### src/rtl/rfwild_pkg.sv
// Shared types and constants for the RFWild counter consumers.
package rfwild_pkg;
    localparam int CNT_W = 4;
    localparam logic [CNT_W-1:0] CNT_MAX = 4'hF;

    typedef enum logic [1:0] {SYNC, RUN, ERR} rfwild_mon_state_t;
endpackage

### src/rtl/rfwild_duty_shadow.sv
// Duty shadow register: one pending slot behind a valid/ready handshake,
// promoted to the active duty only when the monitor signals a period start.
module rfwild_duty_shadow
    import rfwild_pkg::*;
(
    input  logic             clk,
    input  logic             reset,
    input  logic [CNT_W-1:0] duty_in,
    input  logic             duty_valid,
    output logic             duty_ready,
    input  logic             apply,
    output logic [CNT_W-1:0] duty_active
);
    logic             pend_full_q, pend_full_d;
    logic [CNT_W-1:0] pend_q, pend_d;
    logic [CNT_W-1:0] act_q, act_d;
    logic             accept, take;

    assign duty_ready = !pend_full_q;
    assign accept     = duty_valid && !pend_full_q;
    assign take       = apply && pend_full_q;

    // Duty in force for this cycle, so a period-start compare sees the new value.
    assign duty_active = take ? pend_q : act_q;

    always_comb begin
        pend_full_d = pend_full_q;
        pend_d      = pend_q;
        act_d       = act_q;
        if (take) begin
            act_d       = pend_q;
            pend_full_d = 1'b0;
        end
        if (accept) begin
            pend_d      = duty_in;
            pend_full_d = 1'b1;
        end
    end

    always_ff @(posedge clk or negedge reset) begin
        if (!reset) begin
            pend_full_q <= 1'b0;
            pend_q      <= '0;
            act_q       <= '0;
        end else begin
            pend_full_q <= pend_full_d;
            pend_q      <= pend_d;
            act_q       <= act_d;
        end
    end
endmodule

### src/rtl/rfwild_pwm_monitor.sv
// PWM generator and sequence monitor driven by the RFWild 4-bit count:
// locks on count 0, checks +1 steps, counts wraps and produces pwm_out.
module rfwild_pwm_monitor
    import rfwild_pkg::*;
#(
    parameter int WRAP_W = 8
) (
    input  logic              clk,
    input  logic              reset,
    input  logic [CNT_W-1:0]  contador,
    input  logic [CNT_W-1:0]  duty_in,
    input  logic              duty_valid,
    output logic              duty_ready,
    input  logic              clr_err,
    output logic              pwm_out,
    output logic              period_tick,
    output logic [WRAP_W-1:0] wrap_cnt,
    output logic              seq_err
);
    rfwild_mon_state_t state_q, state_d;
    logic [CNT_W-1:0]  prev_q, exp_cnt, duty_cur;
    logic              pwm_q, pwm_d, tick_q, err_q, err_d;
    logic [WRAP_W-1:0] wrap_q, wrap_d;
    logic              start, set_err, wrap_inc;

    rfwild_duty_shadow u_shadow (
        .clk         (clk),
        .reset       (reset),
        .duty_in     (duty_in),
        .duty_valid  (duty_valid),
        .duty_ready  (duty_ready),
        .apply       (start),
        .duty_active (duty_cur)
    );

    assign exp_cnt = prev_q + CNT_W'(1);

    always_comb begin
        state_d  = state_q;
        start    = 1'b0;
        set_err  = 1'b0;
        wrap_inc = 1'b0;
        case (state_q)
            SYNC, ERR: begin
                // Resync cycle: no step check, just wait for a zero
                if (contador == '0) begin
                    state_d = RUN;
                    start   = 1'b1;
                end
            end
            RUN: begin
                if (contador != exp_cnt) begin
                    state_d = ERR;
                    set_err = 1'b1;
                end else if (contador == '0) begin
                    start    = 1'b1;
                    wrap_inc = (prev_q == CNT_MAX);
                end
            end
            default: state_d = SYNC;
        endcase
    end

    assign pwm_d  = (state_d == RUN) && (contador < duty_cur);
    assign err_d  = set_err || (err_q && !clr_err);
    assign wrap_d = (wrap_inc && (wrap_q != '1)) ? wrap_q + WRAP_W'(1) : wrap_q;

    always_ff @(posedge clk or negedge reset) begin
        if (!reset) begin
            state_q <= SYNC;
            prev_q  <= '0;
            pwm_q   <= 1'b0;
            tick_q  <= 1'b0;
            err_q   <= 1'b0;
            wrap_q  <= '0;
        end else begin
            state_q <= state_d;
            prev_q  <= contador;
            pwm_q   <= pwm_d;
            tick_q  <= start;
            err_q   <= err_d;
            wrap_q  <= wrap_d;
        end
    end

    assign pwm_out     = pwm_q;
    assign period_tick = tick_q;
    assign seq_err     = err_q;
    assign wrap_cnt    = wrap_q;
endmodule

### config.mk
export PLATFORM = sky130hd
export DESIGN_NAME = rfwild_pwm_monitor
export DESIGN_NICKNAME = d
export VERILOG_FILES = /design/src/rtl/rfwild_pkg.sv /design/src/rtl/rfwild_duty_shadow.sv /design/src/rtl/rfwild_pwm_monitor.sv
export SDC_FILE = /design/constraint.sdc
export NUM_CORES = 1
export LEC_CHECK = 0
export CORE_MARGIN = 5
export CORE_UTILIZATION = 45
export DETAILED_ROUTE_END_ITERATION = 8
export PLACE_DENSITY = 0.78
export SYNTH_ARGS = -nofsm -noshare
export SYNTH_HDL_FRONTEND = slang
export SYNTH_SLANG_ARGS = --single-unit
### constraint.sdc
create_clock -name clk -period 2.6 [get_ports clk]
set_input_delay 0.52 -clock clk [delete_from_list [all_inputs] [get_ports clk]]
set_output_delay 0.52 -clock clk [all_outputs]
set_load 0.005 [all_outputs]
* Word-level counts from Yosys, hierarchy flattened
Cells that the tools add are included.
Operators by class: add/sub/neg operators 2, magnitude comparators 1, equal/unequal tests 6, multiplexer cells 14, reductions and logical operators 12
Operator list (count):
- 2-to-1 mux 1 bit | 9
- adder 8 x 1 -> 8 bit, second input constant | 1
- != test 8 bit, second input constant | 1
- logical AND 1 bit | 5
- adder 4 x 1 -> 4 bit, second input constant | 1
- == test 2 x 1 -> 1 bit, second input constant | 2
- == test 4 bit, second input constant | 1
- zero test 4 bit | 1
- < comparator 4 bit | 1
- 2-to-1 mux 2 bit | 2
- 2-to-1 mux 4 bit | 1
- != test 4 bit | 1
- one-hot mux 2 bit (2 select lines) | 1
- == test 2 bit, second input constant | 1
- zero test 1 bit | 2
- zero test 2 bit | 1
- one-hot mux 1 bit (2 select lines) | 1
- nonzero test 2 bit | 1
- OR reduction 2 bit | 1
- logical OR 1 bit | 1
Word-level totals: register bits 26, input bits 12, output and inout port bits 12, logic and storage cells 44

* Logic depth before layout (Yosys ltp)
depth after elaboration 8, mapped depth 12, mapped depth without buffers 11

* Cells and area by module
Synthesis repeated with hierarchy kept, for this count alone.
Unflattened totals: cell total of the unflattened synthesis 91, area total of the unflattened synthesis 1193.6 sq um
By module, submodules not included:
- rfwild_pwm_monitor | instances 1, cells each 70, area an instance 847.1 sq um
- rfwild_duty_shadow | instances 1, cells each 21, area an instance 346.6 sq um

* Worst setup path after synthesis
Ideal clock, no wire load.
path type reg-to-reg, start point register prev_q[0], end point register pwm_q, in the netlist pwm_out, setup time 0.082 ns, data arrival time 2.627 ns, required time 2.518 ns, setup slack -0.109 ns, cell stages (with the launch flop) 13, buffers on the path 1, path through dfrtp_1 ha_1 xnor3_1 nand3_1 o31ai_1 and2_1 buf_2 mux2i_1 ha_1 a21o_1 a21oi_1 o21ai_0 a31oi_1
On the way: cells in the longest elaborated chain, start to end 8, elaborated cells between the ends (all ways) 11, those cells by class 1 x add/sub; 1 x order compare; 2 x eq/ne; 5 x mux; 2 x reduce/logical
Ends and longest elaborated chain:
- start, declared | RTL line rfwild_pwm_monitor.sv:21 | logic [CNT_W-1:0] prev_q, exp_cnt, duty_cur;
- start signal, assigned | RTL line rfwild_pwm_monitor.sv:78 | prev_q <= contador;
- adder 4 x 1 -> 4 bit * | RTL line rfwild_pwm_monitor.sv:36 | assign exp_cnt = prev_q + CNT_W'(1);
- != test 4 bit * | RTL line rfwild_pwm_monitor.sv:52 | if (contador != exp_cnt) begin
- 2-to-1 mux 1 bit | RTL line rfwild_pwm_monitor.sv:52
- one-hot mux 1 bit (2 select lines) | RTL line rfwild_pwm_monitor.sv:43 | case (state_q)
- logical AND 1 bit | RTL line rfwild_duty_shadow.sv:21 | assign take = apply && pend_full_q;
- 2-to-1 mux 4 bit
- < comparator 4 bit | RTL line rfwild_pwm_monitor.sv:64 | assign pwm_d = (state_d == RUN) && (contador < duty_cur);
- logical AND 1 bit * | RTL line rfwild_pwm_monitor.sv:64
- via pwm_d | RTL line rfwild_pwm_monitor.sv:22 | logic pwm_q, pwm_d, tick_q, err_q, err_d;
- end signal, assigned | RTL line rfwild_pwm_monitor.sv:79 | pwm_q <= pwm_d;
- end, declared | RTL line rfwild_pwm_monitor.sv:22
The timed path passes the listed nets; every way through them passes the cells marked *. A chain may end at the register's enable or synchronous reset.

* Worst setup path in the final report
Same ends and word-level chain as after synthesis.

==> flow_summary_export.csv <==
group,metric,value,unit
outcome,status,"complete, no violations",
route,final_antenna_net_count,0,
power_and_ir_drop,net-switching-power,241,uW
yosys,synth-main-ff-cell,"dfrtp_1",
yosys,synth_warnings,0,
global_route,grt_pass1_wl,3950,um
power_and_ir_drop,clkPwrFrac,0.191,
power_and_ir_drop,irDropWorstVdd,0.392,mV
route,drt-total-wl,2380,um
route,vias,866,
place,pre_cts_slack,-425,ps
global_route,antenna_found_initial,0,
layout,final_layout_size_suffix_gt1_frac,0.290,
layout,design_area,0.00168,mm^2
power_and_ir_drop,swShare,0.273,
clock_network,path_clk_slew,130,ps
critical_path,r2r-end,"pwm_out",
layout,antenna_cells,0,
place,placed_area,0.00161,mm^2
yosys,synth_area_per_cell,12.6,um^2
clock_network,worstSkewPairLatency,320,ps
die,ios,24,
die,die_w,61.7,um
global_route,grt_pass1_vias,897,
clock_network,cts-root-buf,"clkbuf_4",
clock_network,cts_tree,"built",
yosys,synth-seq-cells,26,
critical_path,r2r_slack,130,ps
clock_network,htreeDepth,1,
yosys,synth_nets,113,
power_and_ir_drop,p_seq_frac,0.567,
global_route,grt_max_degree,27,
critical_path,startpoint,"prev_q[0]",
layout,multi_input_area,589,um^2
critical_path,crit_family,"compound AO/OA/AOI/OAI gates",
power_and_ir_drop,powerDensity,527,mW/mm^2
critical_path,cpMostUsedCell,"ha_1",
sta,worst_pin_slew,383,ps
critical_path,reg2reg_depth,11,
die,die-area,0.00381,mm^2
place,globalplace.congestion,0.814,
clock_network,numCtsBuffers,3,
power_and_ir_drop,internal_power,643,uW
critical_path,cp-endpoint,"pwm_out",
layout,final_common_cell,"dfrtp_1",
route,drtIter0Drc,16,
critical_path,slowest_delay,410,ps
layout,seq_area,651,um^2
place,post-dp-hpwl,1830,um
critical_path,critical_path_class,"register to register",
die,start_util,0.478,
critical_path,cp.buffers_inverters,0,
sta,rsz0062_at_grt,"no",
sta,slew_headroom,0.744,
critical_path,cp-start-kind,"register",
sta,fin_tns_setup,0,ps
layout,finalNonFillerCells,168,
layout,final_nets,157,
clock_network,cts_buffer_depth,2,
layout,final_cell_mix,"dfrtp_1, clkdlybuf4s50_1, buf_4, mux2_2, xnor2_1",
sta,fin_skew,2.24,ps
yosys,synth.distinct_cells,30,
route,drc,0,
layout,syn_to_final_growth,39.4,%
critical_path,crit_chain,"ha_1 -> xnor2_1 -> nand3_2 -> o31ai_4 -> and2_4 -> mux2i_2 -> ha_1 -> a21o_1 -> a21oi_2 -> o21ai_0 -> a31oi_1",
critical_path,crit_cells,11,
die,die_h,61.7,um
clock_network,cts.sinks,26,
layout,utilization,0.666,
critical_path,r2r-start,"prev_q[0]",
route,viasPerCell,5.15,
global_route,grt_use_total,0.145,
global_route,overflow,0,
place,dp_cells,164,
sta,fmax,404,MHz
sta,finalSetupViolCount,0,
yosys,syn_area,0.00120,mm^2
sta,layout_min_cycle_time,2470,ps
job,maxCapViolCount,0,
die,row_count,18,
yosys,synth_edf_count,0,
critical_path,crit_fanout,3,
critical_path,end_kind,"register",
hold_path,hold_class,"primary input to register",
critical_path,cp.arrival,2730,ps
yosys,synthArstFlopShare,1.00,
place,port_buffers,23,
route,wl_per_cell,14.2,um
die,core_area,0.00252,mm^2
power_and_ir_drop,p_comb_frac,0.242,
sta,hold_violations,0,
yosys,synth_seq_area_share,0.540,
yosys,synthCells,96,
critical_path,required,2860,ps
critical_path,crit_slowest_cell,"dfrtp_1",
power_and_ir_drop,p_leak,0.801,nW
route,first_pass_iters,4,
layout,fill_cells,199,
clock_network,cts_hold_buf,0,
sta,whs,408,ps
sta,drv_slew,0,
sta,finalWorstSetupSlack,125,ps
power_and_ir_drop,finalPower,884,uW
sta,period_share,0.952,
==> flip-flops by register name (all words and copies together) (netlist names) <==
name                  flops
u_shadow.pend_full_q      1
prev_q                    4
period_tick               1
seq_err                   1
wrap_cnt                  8
u_shadow.pend_q           4
pwm_out                   1
u_shadow.act_q            4
state_q                   2
==> power groups by stage <==
stage / Clock [mW] / Combinational [mW] / Sequential [mW]
after floorplan: 0 / 0.126 / 0.497
after global placement: 0 / 0.189 / 0.504
after detailed placement: 0 / 0.200 / 0.506
after CTS: 0.177 / 0.201 / 0.498
after global routing: 0.186 / 0.239 / 0.509
final: 0.169 / 0.214 / 0.501
==> synth_stat cells (2+ instances only) <==
library cell | instances | area share
nand3_1 | 4 | 0.017
ha_1 | 5 | 0.052
dfrtp_1 | 26 | 0.54
o22ai_1 | 2 | 0.010
mux2_2 | 8 | 0.075
nor2_1 | 5 | 0.016
xor2_1 | 3 | 0.022
mux2i_1 | 3 | 0.025
xnor2_1 | 8 | 0.058
o21ai_0 | 2 | 0.0083
nand2_1 | 4 | 0.012
inv_1 | 3 | 0.0093
and3_1 | 4 | 0.021
nand4_1 | 3 | 0.016
==> metal layers <==
layer / vias up / wire length [um] / track usage / part of all wire
li1: 426 / - / - / -
met1: 421 / 1030 / 0.173 / 0.43
met2: 14 / 1180 / 0.238 / 0.50
met3: 5 / 89 / 0.0248 / 0.037
met4: 0 / 74 / 0.100 / 0.031
met5: - / 0 / 0 / 0
==> logic make-up after synthesis <==
family / synth area share
muxes: 0.0997
xor gates and xnor gates: 0.0987
DFF: 0.540
adders and majority gates: 0.0519
and+or+nand+nor: 0.140
buffers and inverters: 0.0135
AOI/OAI and AO/OA: 0.0561
==> layout make-up <==
cell class | instances | area share
Sequential cell | 26 | 0.387
Multi-Input combinational cell | 66 | 0.351
Timing Repair Buffer | 40 | 0.219
Tap cell | 30 | 0.0224
Clock buffer | 3 | 0.0134
Inverter | 3 | 0.00671
==> repair_timing <==
| action | 4_1_cts | 5_1_grt |
|---|---|---|
| gates resized for setup | 1 | 10 |
| cloned | 0 | 0 |
| hold endpoints to repair | 0 | 0 |
| pin swaps | 1 | 6 |
| setup buffers | 0 | 1 |
| endpoints found under the setup margin | 1 | 1 |
==> worst min-delay path by stage <==
stage | from | depth (start not counted) | end
CTS | wrap_cnt[6] | 1 | wrap_cnt[6]
finish | contador[0] | 1 | prev_q[0]
detailed placement | wrap_cnt[6] | 1 | wrap_cnt[6]
global route | contador[0] | 1 | prev_q[0]
global placement | wrap_cnt[6] | 1 | wrap_cnt[6]
floorplan | reset | 0 | period_tick
Power figures use the tool's default switching activity.
